<file path="src/rtl/stack_ctrl_if.sv">
// stack_ctrl_if: command handshake and status bus between the front end (master)
// and the stack sequencer (slave).
interface stack_ctrl_if #(parameter int AW = 7, parameter int DW = 8);
    logic          cmd_valid;
    logic [2:0]    cmd;
    logic [DW-1:0] sw_data;
    logic          cmd_ready;
    logic [AW-1:0] spr;
    logic [AW-1:0] dar;
    logic [DW-1:0] dvr;
    logic          empty;
    logic          full;
    logic          err;
    modport master (output cmd_valid, cmd, sw_data,
                    input  cmd_ready, spr, dar, dvr, empty, full, err);
    modport slave  (input  cmd_valid, cmd, sw_data,
                    output cmd_ready, spr, dar, dvr, empty, full, err);
endinterface

</file>
<file path="src/rtl/stack_ctrl.sv">
// stack_ctrl: sequencer for the stack-calculator datapath driving a single-port sync RAM.
// Define STACK_CTRL_SAT_EN for saturating ADD/SUB; otherwise results wrap modulo 2**DW.
module stack_ctrl #(parameter int AW = 7, parameter int DW = 8) (
    input  logic          clk,
    input  logic          rst_n,
    stack_ctrl_if.slave   bus,
    output logic          mem_we,
    output logic [AW-1:0] mem_addr,
    output logic [DW-1:0] mem_wdata,
    input  logic [DW-1:0] mem_rdata
);
    localparam logic [2:0] IDLE = 3'd0, PUSH_WR = 3'd1, RD_A = 3'd2, RD_B = 3'd3,
                           OP_WR = 3'd4, FETCH = 3'd5, LATCH = 3'd6;
    localparam logic [2:0] C_PUSH = 3'd0, C_POP = 3'd1, C_ADD = 3'd2, C_SUB = 3'd3,
                           C_TOP = 3'd4, C_CLEAR = 3'd5, C_DEC = 3'd6;
    logic [2:0]    state;
    logic [AW-1:0] spr, dar, top, second;
    logic [AW:0]   cnt;
    logic [DW-1:0] dvr, opnd, a_val, diff, result;
    logic [DW:0]   sum;
    logic          is_sub, err, accept, illegal, empty, full;
    assign top     = spr + AW'(1);
    assign second  = spr + AW'(2);
    assign empty   = cnt == '0;
    assign full    = cnt[AW];
    assign accept  = bus.cmd_valid && state == IDLE;
    assign illegal = (bus.cmd == C_PUSH && full) || (bus.cmd == C_POP && empty) ||
                     ((bus.cmd == C_ADD || bus.cmd == C_SUB) && cnt < (AW+1)'(2));
    // B is the deeper operand (read second), A the top of stack
    assign sum  = {1'b0, mem_rdata} + {1'b0, a_val};
    assign diff = mem_rdata - a_val;
`ifdef STACK_CTRL_SAT_EN
    assign result = is_sub ? (a_val > mem_rdata ? '0 : diff) : (sum[DW] ? '1 : sum[DW-1:0]);
`else
    assign result = is_sub ? diff : sum[DW-1:0];
`endif
    assign mem_we    = state == PUSH_WR || state == OP_WR;
    assign mem_addr  = state == PUSH_WR ? spr : state == RD_A ? top :
                       (state == RD_B || state == OP_WR) ? second : dar;
    assign mem_wdata = state == PUSH_WR ? opnd : state == OP_WR ? result : '0;
    assign bus.cmd_ready = state == IDLE;
    assign bus.spr   = spr;
    assign bus.dar   = dar;
    assign bus.dvr   = dvr;
    assign bus.empty = empty;
    assign bus.full  = full;
    assign bus.err   = err;
    always_ff @(posedge clk or negedge rst_n) begin
        if (!rst_n) begin
            state  <= IDLE;
            spr    <= '1;
            cnt    <= '0;
            dar    <= '0;
            dvr    <= '0;
            opnd   <= '0;
            a_val  <= '0;
            is_sub <= 1'b0;
            err    <= 1'b0;
        end else begin
            err <= accept && illegal;
            case (state)
                IDLE: if (accept && !illegal) begin
                    case (bus.cmd)
                        C_PUSH: begin
                            opnd  <= bus.sw_data;
                            state <= PUSH_WR;
                        end
                        C_POP: begin
                            spr   <= top;
                            cnt   <= cnt - (AW+1)'(1);
                            dar   <= second;
                            state <= FETCH;
                        end
                        C_ADD, C_SUB: begin
                            is_sub <= bus.cmd[0];
                            state  <= RD_A;
                        end
                        C_TOP: begin
                            dar   <= top;
                            state <= FETCH;
                        end
                        C_CLEAR: begin
                            spr <= '1;
                            cnt <= '0;
                            dar <= '0;
                            dvr <= '0;
                        end
                        C_DEC: begin
                            dar   <= dar - AW'(1);
                            state <= FETCH;
                        end
                        default: begin
                            dar   <= dar + AW'(1);
                            state <= FETCH;
                        end
                    endcase
                end
                PUSH_WR: begin
                    dar   <= spr;
                    spr   <= spr - AW'(1);
                    cnt   <= cnt + (AW+1)'(1);
                    state <= FETCH;
                end
                RD_A: state <= RD_B;
                RD_B: begin
                    a_val <= mem_rdata;
                    state <= OP_WR;
                end
                OP_WR: begin
                    spr   <= top;
                    cnt   <= cnt - (AW+1)'(1);
                    dar   <= second;
                    state <= FETCH;
                end
                FETCH: state <= LATCH;
                LATCH: begin
                    dvr   <= mem_rdata;
                    state <= IDLE;
                end
                default: state <= IDLE;
            endcase
        end
    end
endmodule

</file>
<file path="src/flat_wrapper.sv">
// flat-port wrapper written by rule: the top's interface ports become plain ports
module stack_ctrl_flat 
#(parameter int AW = 7, parameter int DW = 8)
  (clk, rst_n, mem_we, mem_addr, mem_wdata, mem_rdata, bus_cmd_valid, bus_cmd, bus_sw_data, bus_cmd_ready, bus_spr, bus_dar, bus_dvr, bus_empty, bus_full, bus_err);
  stack_ctrl_if #(.AW(AW), .DW(DW)) bus_i ();
  input  logic clk;
  input  logic rst_n;
  output logic mem_we;
  output logic [AW-1:0] mem_addr;
  output logic [DW-1:0] mem_wdata;
  input  logic [DW-1:0] mem_rdata;
  input wire logic [$bits(bus_i.cmd_valid)-1:0] bus_cmd_valid;
  input wire logic [$bits(bus_i.cmd)-1:0] bus_cmd;
  input wire logic [$bits(bus_i.sw_data)-1:0] bus_sw_data;
  output wire logic [$bits(bus_i.cmd_ready)-1:0] bus_cmd_ready;
  output wire logic [$bits(bus_i.spr)-1:0] bus_spr;
  output wire logic [$bits(bus_i.dar)-1:0] bus_dar;
  output wire logic [$bits(bus_i.dvr)-1:0] bus_dvr;
  output wire logic [$bits(bus_i.empty)-1:0] bus_empty;
  output wire logic [$bits(bus_i.full)-1:0] bus_full;
  output wire logic [$bits(bus_i.err)-1:0] bus_err;
  assign bus_i.cmd_valid = bus_cmd_valid;
  assign bus_i.cmd = bus_cmd;
  assign bus_i.sw_data = bus_sw_data;
  assign bus_cmd_ready = bus_i.cmd_ready;
  assign bus_spr = bus_i.spr;
  assign bus_dar = bus_i.dar;
  assign bus_dvr = bus_i.dvr;
  assign bus_empty = bus_i.empty;
  assign bus_full = bus_i.full;
  assign bus_err = bus_i.err;
  stack_ctrl #(.AW(AW), .DW(DW)) u_core (.clk(clk), .rst_n(rst_n), .bus(bus_i), .mem_we(mem_we), .mem_addr(mem_addr), .mem_wdata(mem_wdata), .mem_rdata(mem_rdata));
endmodule
</file>
<file path="config.mk">
export PLATFORM = sky130hd
export DESIGN_NAME = stack_ctrl_flat
export DESIGN_NICKNAME = d
export VERILOG_FILES = /design/src/rtl/stack_ctrl_if.sv /design/src/rtl/stack_ctrl.sv /design/src/flat_wrapper.sv
export SDC_FILE = /design/constraint.sdc
export NUM_CORES = 1
export LEC_CHECK = 0
export ABC_AREA = 1
export CAP_MARGIN = 20
export CORE_ASPECT_RATIO = 1.75
export CORE_MARGIN = 3
export CORE_UTILIZATION = 40
export CTS_BUF_LIST = sky130_fd_sc_hd__clkbuf_8 sky130_fd_sc_hd__clkbuf_16
export DETAILED_ROUTE_END_ITERATION = 7
export PLACE_DENSITY = 0.69
export SYNTH_ARGS = -nofsm -noshare
export SYNTH_HDL_FRONTEND = slang
export SYNTH_SLANG_ARGS = --single-unit
export TNS_END_PERCENT = 30
</file>
<file path="constraint.sdc">
create_clock -name clk -period 3.6 [get_ports clk]
set_input_delay 0.72 -clock clk [delete_from_list [all_inputs] [get_ports clk]]
set_output_delay 0.72 -clock clk [all_outputs]
set_load 0.03 [all_outputs]
</file>
======== Word level (Yosys, flattened, before mapping) ========
Index checks and enable logic that the tools add are counted.
storage, ports and cells
  flip-flop bits (word level) ............. 51
  logic and storage cells ................. 83
operators by class
  $add $sub $neg .......................... 9
  order comparisons ....................... 1
  eq/ne operators ......................... 17
  muxes and demuxes ....................... 21
  reduce and logical (&&, ||, !) cells .... 26
operators with widths
  operator                                                    number
  2-to-1 mux 8 bit                                            6
  case mux 7 bit (3 select lines)                             2
  2-to-1 mux 7 bit                                            5
  case mux 7 bit (5 select lines)                             1
  case mux 8 bit (2 select lines)                             2
  case mux 8 bit (3 select lines)                             1
  equality test 3 bit, second input constant                  6
  case mux 3 bit (5 select lines)                             1
  AND reduction 3 bit                                         5
  adder 7 x 1 -> 7 bit, second input constant                 2
  case mux 7 bit (2 select lines)                             1
  subtractor 7 x 1 -> 7 bit, second input constant            2
  equality test 3 x 2 -> 1 bit, second input constant         4
  case mux 3 bit (3 select lines)                             1
  adder 8 x 1 -> 8 bit, second input constant                 1
  adder 8 bit                                                 1
  logical NOT 8 bit                                           1
  less-than comparator 8 x 2 -> 1 bit, second input constant  1
  subtractor 8 x 1 -> 8 bit, second input constant            1
  subtractor 8 bit                                            1
  adder 7 x 2 -> 7 bit, second input constant                 1
  equality test 3 x 1 -> 1 bit, second input constant         2
  logical AND 1 bit                                           6
  logical NOT 3 bit                                           2
  11 further kinds                                            18

======== Depth between registers and ports, before layout ========
Gate-level depths: netlist of the first run.
  depth in word-level cells ............... 8
  gate-level depth with buffers ........... 18
  depth with buffers taken out ............ 18

======== Least setup slack after synthesis of the first run ========
OpenSTA, ideal clock, no wires.
  path type ............................... input-to-output
  start ................................... in mem_rdata[0]
  end ..................................... out mem_wdata[6]
  arrival ................................. 2.526 ns
  setup slack ............................. 0.354 ns
  cell stages on the path ................. 11
  cells stage by stage .................... inv_1 -> ha_1 -> fa_1 -> nand3b_1 -> nand2_1 -> nand2_1 -> nand2_1 -> a21oi_1 -> nand2_1 -> nand2_1 -> o21ai_0
between the ends
  word-level cells in the longest chain between the ends .. 4
  elaborated cells between the ends (all ways) .. 5
  classes of those cells .................. add/sub: 2; mux: 3
RTL lines
  what                                             RTL line                            source
  start, declared                                  flat_wrapper.sv:11                  input logic [DW-1:0] mem_rdata;
  adder 8 bit or subtractor 8 bit (tied branches)  stack_ctrl.sv:30, stack_ctrl.sv:31
  2-to-1 mux 8 bit (*)                             stack_ctrl.sv:35                    assign result = is_sub ? diff : sum[DW-1:0];
  2-to-1 mux 8 bit (*) (2 in a row)                stack_ctrl.sv:40                    assign mem_wdata = state == PUSH_WR ? opnd : state == OP_WR ? result : '0;
  end, declared                                    flat_wrapper.sv:10                  output logic [DW-1:0] mem_wdata;
Mark *: on every way between the ends. The rest lies on a longest branch, timed or not.

======== Worst setup path in the final report of the first run ========
Ends and elaborated chain as after synthesis.

==> flow_summary.toml, run 1 <==
[clocking]
cts_tree = "yes"
clkSinkCount = 51
post_cts_buffers = 0
cts-root-buf = "clkbuf_16"
path_clk_slew_ns = 0.07
numCtsBuffers = 5
htreeDepth = 2
cts_max_path_buffers = 2
clock_latency_ns = 0.30
holdBufCountCts = 0

[critical_path]
crit_fanout = 2
crit_type = "input port to output pin"
r2r_end = "u_core.bus.spr[3]$_DFFE_PN1P_"
crit_path_end_kind = "output pin"
r2r_setup_slack_ns = 1.54
r2r_cells = 10
worstPathRequired_ns = 2.88
startpoint = "mem_rdata[0]"
endpoint = "mem_wdata[6]"
worstPathArrival_ns = 2.70
cp-start-kind = "input port"
r2r_start = "u_core.state[0]$_DFFE_PN0P_"

[timing]
tightest_slew_ns = 0.674
fin_crit_sh_pct = 94.9
fin_crit_ns = 3.42
fmax_mhz = 293
setup_viol = 0
fin_ws_ns = 0.185
skew_ns = 0.00841
max-slew-margin-rel_pct = 54.9
setup_tns_ns = 0
finalHoldViolations = 0
final-max-slew-violation-count = 0

[pwr]
p_per_area_nw_per_um2 = 1090
combPwrFrac_pct = 70.3
pwr-share-seq_pct = 21.2
ir_worst_vdd_mv = 0.546
p_int_uw = 2670
p_switching_uw = 3070
swShare_pct = 53.5
p_leak_uw = 0.00259
power_frac_clock_pct = 8.6

[floorplan]
die_y_um = 143
die_w_um = 84.1
rows = 49
ioPinCount = 64
coreArea_um2 = 10400
dieArea_um2 = 12000
start_util_pct = 41.2

[drt]
ant_nets = 0
vias = 4387
drt-pass1-iter-count = 5
viasPerCell = 5.33
drt_wl_total_um = 12500
drtIter0Drc = 271
drt-wirelength-per-cell_um = 15.2
drc = 0

[yosys]
yosys-top-cells-count = "nand2_1 (180), inv_1 (78), nand3_1 (62), o21ai_0 (45), dfrtp_1 (44)"
synth.top_cell.area_share_pct = 25.8
synth_enable_flop_cells = 0
synthFlopType = "dfrtp_1"
synth.net_count = 666
synth_seq_cells = 51
yosys.area_share.simple_pct = 33.4
synthMuxAreaShare_pct = 1.58
synth_top_family_by_area = "simple AND/OR/NAND/NOR gates"
yosys_warnings = 0
synth_xor_xnor_area_share_pct = 3.49
ys_types = 41
async_reset_ff_share_pct = 100
avgSynthCellArea_um2 = 6.87
ys_top_cells_by_area = "dfrtp_1 (26%), nand2_1 (16%), nand3_1 (7.3%)"
synth_compound_area_share_pct = 14.8
synth_top_cell_by_area = "dfrtp_1"
postSynthCellCount = 621
ys_seq_area_share_pct = 30.1
synthAdderAreaFrac_pct = 7.10
yosysMostFrequentCell = "nand2_1"
syn_area_um2 = 4270

[final_layout]
nNetsFinal = 740
drive_above_1_share_pct = 12.1
area_growth_syn_to_layout_pct = 23.6
final_core_util_pct = 50.9
fin_cells = 823
diodes = 0

[placed_design]
place_ws_ns = -0.0248
dp.cells = 814
portBuffers = 63
hpwl_um = 9830
gp_congestion = 0.942

[global_routing]
grt_pass1_wl_um = 20400
gr-total-overflow = 0
first_global_vias = 4300
grt_max_degree = 47
antenna_found_initial = 0
grtUsageTotal_pct = 20.9

[status]
status = "finished clean"

[flow_run]
cap_violations = 0

[worst_hold_path]
hp-class = "input port to asynchronous set/reset pin"
-- area by class of cell --
cell class | count | area [um2]
sequential | 51 | 1280
timing repair buffer | 82 | 771
tap | 127 | 159
inverter | 85 | 319
multi-input combinational | 470 | 2600
fill | 1035 | 5090
clock inverter | 3 | 18.8
clock buffer | 5 | 125
-- power by group through the flow --
stage | Sequential [uW] | Combinational, uW | Clock [uW]
floorplan | 1330 | 2570 | 0
global placement | 1200 | 3910 | 0
detailed placement | 1210 | 3990 | 0
CTS | 1210 | 4010 | 502
global route | 1260 | 4440 | 513
finish | 1210 | 4030 | 491
-- cell usage in the layout (no fill, tap or decap), types with 2 or more instances in the layout --
cell type and instances:
dfstp_2 7, xnor2_1 4, nor3_1 6, buf_4 24
clkdlybuf4s50_1 54, buf_2 2, inv_2 7, nor2_1 32
nand3b_1 4, mux2_2 6, a22oi_1 3, a31oi_1 3
dfrtp_1 44, o211ai_1 5, o22ai_1 6, clkbuf_16 5
xor2_1 13, nand3_1 62, a211oi_1 6, nand2_1 180
o21ai_1 18, ha_1 19, or2_2 3, clkinv_2 2
inv_1 78, nand2_2 3, a21oi_1 24, o21ai_0 43
nand4_1 5, nand2_4 2, nor2_4 2, o21ai_2 2
nand4_4 2, nor2_2 6
-- cells by family after synthesis --
logic type | after synthesis
and+or+nand+nor | 311
adders and majority gates | 23
xor gates and xnor gates | 17
muxes | 6
DFF | 51
buffers and inverters | 100
AOI/OAI and AO/OA | 113
-- metal layers --
layer,share of wire [%],up-vias,global-route usage (%)
met3,4.4,35,3.29
met4,3.3,0,10.0
met1,37,2049,22.0
met5,0,-,0
met2,55,117,39.7
li1,-,2186,-
-- critical path: stages --
cell and delay, ns:
clkdlybuf4s50_1 0.47, inv_1 0.06, ha_2 0.21, fa_2 0.35, nand3b_1 0.16, nand2_1 0.08, nand2_1 0.07, nand2_1 0.06
a21oi_1 0.07, nand2_1 0.06, nand2_1 0.04, o21ai_1 0.14, buf_4 0.18
-- worst min path at each step --
| stage | slack [ns] | to | startpoint | cells after the start |
|---|---|---|---|---|
| finish | 0.43 | u_core.cnt[2]$_DFFE_PN0P_ | rst_n | 1 |
| global route | 0.46 | u_core.cnt[2]$_DFFE_PN0P_ | rst_n | 1 |
| CTS | 0.51 | u_core.bus.dvr[7]$_DFFE_PN0P_ | u_core.bus.dvr[7]$_DFFE_PN0P_ | 2 |
| detailed placement | 0.49 | u_core.bus.dvr[5]$_DFFE_PN0P_ | u_core.bus.dvr[5]$_DFFE_PN0P_ | 2 |
| global placement | 0.48 | u_core.opnd[7]$_DFFE_PN0P_ | u_core.opnd[7]$_DFFE_PN0P_ | 2 |
| floorplan | 0.42 | u_core.a_val[0]$_DFFE_PN0P_ | rst_n | 0 |
-- state kept, by name, summed over array words and instances, names as in the netlist --
| signal | count |
|---|---|
| u_core.bus.spr | 7 |
| u_core.bus.dar | 7 |
| u_core.is_sub | 1 |
| u_core.state | 3 |
| u_core.a_val | 8 |
| u_core.cnt | 8 |
| u_core.opnd | 8 |
| u_core.bus.dvr | 8 |
| u_core.bus.err | 1 |
-- repair_timing --
action / 4_1_cts / 5_1_grt
gates cloned: 0 / 0
gates resized for setup: 6 / 8
pin swaps: 0 / 1
setup endpoints to repair: 1 / 4
-- per-stage QoR --
step	cell area, um2	total power (uW)	hold WS [ns]
finish	5270	5740	0.426
global route	5270	6210	0.464
CTS	5220	5710	0.511
detailed placement	5080	5200	0.491
global placement	5080	5110	0.483
floorplan	4270	3900	0.424
Power figures use the tool's default switching activity.
==> run 2, diff against run 1 <==
--- a/config.mk
+++ b/config.mk
@@ -9,10 +9,10 @@
 export CAP_MARGIN = 20
 export CORE_ASPECT_RATIO = 1.75
 export CORE_MARGIN = 3
-export CORE_UTILIZATION = 40
+export CORE_UTILIZATION = 55
 export CTS_BUF_LIST = sky130_fd_sc_hd__clkbuf_8 sky130_fd_sc_hd__clkbuf_16
 export DETAILED_ROUTE_END_ITERATION = 7
-export PLACE_DENSITY = 0.69
+export PLACE_DENSITY = 0.88
 export SYNTH_ARGS = -nofsm -noshare
 export SYNTH_HDL_FRONTEND = slang
 export SYNTH_SLANG_ARGS = --single-unit
==> constraint.sdc (replaced) <==
create_clock -name clk -period 3.55 [get_ports clk]
set_input_delay 0.71 -clock clk [delete_from_list [all_inputs] [get_ports clk]]
set_output_delay 0.71 -clock clk [all_outputs]
set_load 0.03 [all_outputs]
==> run 2 against run 1 <==
- largest power group unchanged
- total power grew 2.6%
- via count increased by 3.0%
- clock skew decreased by 0.0043 ns
- critical path type is now flop to output pin
- first-iteration DRC count rose by 45%
- clock power about the same
==> flow_summary.toml, run 2 (same netlist as run 1, synthesis figures left out) <==
[flow_run]
cap_violations = 0

[critical_path]
crit_path_end_kind = "output pin"
crit_fanout = 3
worstPathArrival_ns = 2.76
r2r_setup_slack_ns = 1.38
r2r_start = "u_core.state[0]$_DFFE_PN0P_"
crit_type = "flop to output pin"
r2r_cells = 8
cp-start-kind = "flop"
worstPathRequired_ns = 2.84
r2r_end = "u_core.cnt[0]$_DFFE_PN0P_"

[drt]
viasPerCell = 5.80
drt_wl_total_um = 12800
drt-pass1-iter-count = 7
drc = 0
vias = 4519
drt-wirelength-per-cell_um = 16.4
drtIter0Drc = 392
ant_nets = 0

[timing]
final-max-slew-violation-count = 0
skew_ns = 0.00416
fmax_mhz = 288
fin_crit_ns = 3.47
rsz0062_at_grt = "true"
setup_viol = 0
setup_tns_ns = 0
max-slew-margin-rel_pct = 57.3
fin_crit_sh_pct = 97.7
tightest_slew_ns = 0.633
finalHoldViolations = 0
fin_ws_ns = 0.0831

[clocking]
holdBufCountCts = 0
cts_tree = "yes"
htreeDepth = 2
cts-root-buf = "clkbuf_16"
numCtsBuffers = 5
clkSinkCount = 51
cts_max_path_buffers = 2
clock_latency_ns = 0.30
path_clk_slew_ns = 0.07

[final_layout]
area_growth_syn_to_layout_pct = 21.8
final_common_cell = "nand2_1"
final_core_util_pct = 70.3
post-route-cell-area_um2 = 5200
drive_above_1_share_pct = 12.0
nNetsFinal = 737
layout_common_cells = "nand2_1 (180), inv_1 (78), nand3_1 (62)"
diodes = 0

[floorplan]
coreArea_um2 = 7390
start_util_pct = 57.8
dieArea_um2 = 8890
die_y_um = 123
rows = 41
die_w_um = 72.6
ioPinCount = 64

[global_routing]
grt_pass1_wl_um = 20700
antenna_found_initial = 0
grt_max_degree = 32
gr-total-overflow = 0
first_global_vias = 4631
grtUsageTotal_pct = 29.6

[placed_design]
place_ws_ns = -0.121
dpl-instance-area_um2 = 5010
gp_congestion = 0.950
hpwl_um = 9800
portBuffers = 63

[pwr]
p_per_area_nw_per_um2 = 1130
ir_worst_vdd_mv = 0.722
p_leak_uw = 0.00257
fin_total_pwr_uw = 5890

[status]
status = "finished clean"

[worst_hold_path]
hp-class = "input port to asynchronous set/reset pin"
[run 2: cell types whose count changed in the layout (fill, tap and decap cells not counted)]
cell             before  now
nor3_2                0    1
buf_16                1    0
clkinv_2              2    1
dlymetal6s2s_1        1    2
nor3_1                6    5
o21ai_1              18   17
clkinvlp_4            0    2
inv_6                 1    0
buf_4                24   21
buf_6                 0    1
clkdlybuf4s50_1      54   53
o21ai_2               2    3
[run 2: stage by stage]
step                      hold WS (ns)  std cells
after floorplan                  0.414        621
after global placement           0.485        770
after detailed placement         0.506        770
after CTS                        0.446        778
after global routing             0.462        779
final                            0.429        779
[run 2: how the worst max path moves through the flow]
stage	from	to	slack, ns	cells after the start
6_report	u_core.a_val[1]$_DFFE_PN0P_	mem_wdata[7]	0.08	19
5_1_grt	u_core.a_val[0]$_DFFE_PN0P_	mem_wdata[7]	-0.06	19
4_1_cts	u_core.a_val[0]$_DFFE_PN0P_	mem_wdata[5]	0.01	17
3_5_place_dp	mem_rdata[2]	mem_wdata[5]	-0.12	8
3_3_place_gp	mem_rdata[2]	mem_wdata[5]	-0.04	8
2_1_floorplan	mem_rdata[0]	mem_wdata[6]	0.32	11
[run 2: worst max-delay path, cell delays in order (launching register included)]
cell and delay (ns):
dfrtp_1 0.38, inv_1 0.06, ha_1 0.14, inv_1 0.06
nor2_2 0.09, inv_1 0.08, o21ai_2 0.13, xnor2_1 0.14
inv_1 0.09, ha_4 0.28, nand2_1 0.07, inv_1 0.07
nand4_1 0.11, o211ai_1 0.18, nand2_1 0.14, nand2_1 0.07
nand2_1 0.05, nand3_1 0.09, nand2_1 0.07, buf_4 0.17
[run 2: where the power goes]
part / internal [uW] / leakage (uW) / switching, uW
logic: 1560 / 0.00189 / 2590
clock network: 260 / 0.0000658 / 231
registers: 897 / 0.000618 / 350
total: 2710 / 0.00257 / 3170
[run 2: cell type report]
| type | count | area [um2] |
|---|---|---|
| clock inverters | 3 | 20.0 |
| fillers | 601 | 2190 |
| multi-input cells | 470 | 2610 |
| inverters | 85 | 319 |
| flip-flops and latches | 51 | 1280 |
| repair buffers | 79 | 734 |
| well taps | 86 | 108 |
| clock buffers | 5 | 125 |
[run 2: layer usage]
metal | wire (um) | track usage, % | up-vias
met1 | 4490 | 29.7 | 2073
met4 | 703 | 19.3 | 0
li1 | - | - | 2170
met5 | 0 | 0 | -
met3 | 700 | 5.41 | 66
met2 | 6890 | 54.0 | 210
[run 2: what timing repair did]
item / CTS / global route
hold endpoints to repair: 0 / 0
endpoints found under the setup margin: 2 / 4
buffers inserted: 0 / 1
resized for setup: 8 / 10
pin swaps: 0 / 2
cloned: 0 / 0
==> run 3, diff against run 2 <==
--- a/config.mk
+++ b/config.mk
@@ -12,6 +12,7 @@
 export CORE_UTILIZATION = 55
 export CTS_BUF_LIST = sky130_fd_sc_hd__clkbuf_8 sky130_fd_sc_hd__clkbuf_16
 export DETAILED_ROUTE_END_ITERATION = 7
+export GPL_ROUTABILITY_DRIVEN = 0
 export PLACE_DENSITY = 0.88
 export SYNTH_ARGS = -nofsm -noshare
 export SYNTH_HDL_FRONTEND = slang
==> run 3 against run 2 <==
- sequential share of layout area increased by 0.072 points
- global-route usage decreased by 0.86 points
- combinational power about the same
- design area decreased by 0.29%
- critical path depth decreased by 6
- wire length decreased by 4.2%
- worst setup slack improved by 0.058 ns
- clock skew about the same
==> flow_summary.toml, run 3 (same netlist as run 1, synthesis figures left out) <==
[status]
status = "finished clean"

[pwr]
ir_worst_vdd_mv = 0.746
p_leak_uw = 0.00257
p_per_area_nw_per_um2 = 1130

[timing]
max-slew-margin-rel_pct = 41.3
fin_crit_sh_pct = 96.0
fmax_mhz = 293
skew_ns = 0.00408
setup_viol = 0
rsz0062_at_grt = "true"
final-max-slew-violation-count = 0
tightest_slew_ns = 0.881
fin_ws_ns = 0.141
fin_crit_ns = 3.41
finalHoldViolations = 0

[floorplan]
coreArea_um2 = 7390
start_util_pct = 57.8
die_w_um = 72.6
dieArea_um2 = 8890
die_y_um = 123
ioPinCount = 64
rows = 41

[final_layout]
area_growth_syn_to_layout_pct = 21.4
final_common_cell = "nand2_1"
layout_common_cells = "nand2_1 (180), inv_1 (80), nand3_1 (62)"
post-route-cell-area_um2 = 5180
nNetsFinal = 736
n_fill_cell = 604
final_core_util_pct = 70.1
drive_above_1_share_pct = 11.6
diodes = 0

[drt]
drtIter0Drc = 343
drc = 0
ant_nets = 0
vias = 4510
viasPerCell = 5.80
drt_wl_total_um = 12300
drt-wirelength-per-cell_um = 15.8
drt-pass1-iter-count = 6

[clocking]
cts_tree = "yes"
clkSinkCount = 51
numCtsBuffers = 5
cts_max_path_buffers = 2
path_clk_slew_ns = 0.06
cts-root-buf = "clkbuf_16"
htreeDepth = 2
clock_latency_ns = 0.30

[critical_path]
crit_fanout = 4
r2r_start = "u_core.state[0]$_DFFE_PN0P_"
endpoint = "mem_wdata[5]"
worstPathRequired_ns = 2.84
r2r_setup_slack_ns = 1.37
r2r_cells = 8
worstPathArrival_ns = 2.70
crit_type = "flop to output pin"
cp-start-kind = "flop"
crit_path_end_kind = "output pin"
r2r_end = "u_core.cnt[0]$_DFFE_PN0P_"
startpoint = "u_core.a_val[0]$_DFFE_PN0P_"

[global_routing]
use_met2_pct = 53.2
grt_max_degree = 39
grtUsageTotal_pct = 28.7
first_global_vias = 4513
grt_pass1_wl_um = 20300
use_met1_pct = 29.3
gr-total-overflow = 0
antenna_found_initial = 0
grt_busiest_layer = "met2"
use_met3_pct = 5.00

[worst_hold_path]
hp-class = "flop to flop"

[placed_design]
dpl-instance-area_um2 = 5010
hpwl_um = 9600
portBuffers = 63
place_ws_ns = -0.161

[flow_run]
cap_violations = 0
==> run 3: cell count changes in the layout (fill, tap and decap cells not counted) <==
cell,delta
clkinvlp_4,-2
inv_1,+2
buf_2,-1
clkdlybuf4s50_1,+1
dlymetal6s2s_1,-1
o21ai_0,-1
o21ai_1,+1
==> run 3: where the power goes <==
| group | switching, uW | total (uW) | leakage, uW | internal [uW] |
|---|---|---|---|---|
| clock | 215 | 470 | 0.0000762 | 256 |
| combinational | 2570 | 4120 | 0.00187 | 1550 |
| sequential | 343 | 1240 | 0.000618 | 897 |
| total | 3130 | 5830 | 0.00257 | 2700 |
==> run 3: metal layers <==
layer | routed length, um | vias up
met5 | 0 | -
met3 | 658 | 62
met4 | 634 | 0
met2 | 6660 | 188
li1 | - | 2179
met1 | 4310 | 2081
==> run 3: timing repair <==
action,in CTS,in global routing
setup buffers,0,0
endpoints found under the setup margin,2,4
hold buffers,0,0
gates resized for setup,7,13
pin swaps,0,2
hold endpoints to repair,0,0
==> run 3: layout make-up <==
class / count / area, um2 / share of cell area (%)
sequential: 51 / 1280 / 24.8
inverter: 85 / 319 / 6.16
tap: 86 / 108 / 2.08
multi-input combinational: 470 / 2610 / 50.3
timing repair buffer: 78 / 727 / 14.0
clock inverter: 3 / 12.5 / 0.241
clock buffer: 5 / 125 / 2.41
==> run 3: stage by stage <==
step | hold slack, ns | std cells | TNS [ns] | power, uW
6_report | 0.496 | 778 | 0 | 5830
5_1_grt | 0.536 | 778 | -0.0328 | 6290
4_1_cts | 0.501 | 778 | 0 | 5730
3_5_place_dp | 0.487 | 770 | -0.162 | 5240
3_3_place_gp | 0.482 | 770 | -0.0409 | 5100
2_1_floorplan | 0.414 | 621 | 0 | 3960
==> run 3: worst min-delay path by stage <==
stage	startpoint	endpoint	cells past startpoint	slack, ns
global placement	u_core.opnd[6]$_DFFE_PN0P_	u_core.opnd[6]$_DFFE_PN0P_	2	0.48
CTS	u_core.opnd[6]$_DFFE_PN0P_	u_core.opnd[6]$_DFFE_PN0P_	2	0.50
global route	u_core.opnd[6]$_DFFE_PN0P_	u_core.opnd[6]$_DFFE_PN0P_	2	0.54
detailed placement	u_core.opnd[6]$_DFFE_PN0P_	u_core.opnd[6]$_DFFE_PN0P_	2	0.49
finish	u_core.opnd[6]$_DFFE_PN0P_	u_core.opnd[6]$_DFFE_PN0P_	2	0.50
floorplan	rst_n	u_core.a_val[0]$_DFFE_PN0P_	0	0.41
==> run 3: worst max-delay path: stages (launching register included) <==
cell and delay, ns:
dfrtp_1 0.38, inv_1 0.06, ha_1 0.14, inv_1 0.06, nor2_2 0.09, inv_1 0.07
a22oi_1 0.23, ha_1 0.32, a21oi_1 0.21, o211ai_1 0.19, or2_2 0.32, nand3_1 0.07
o21ai_0 0.08, buf_4 0.18
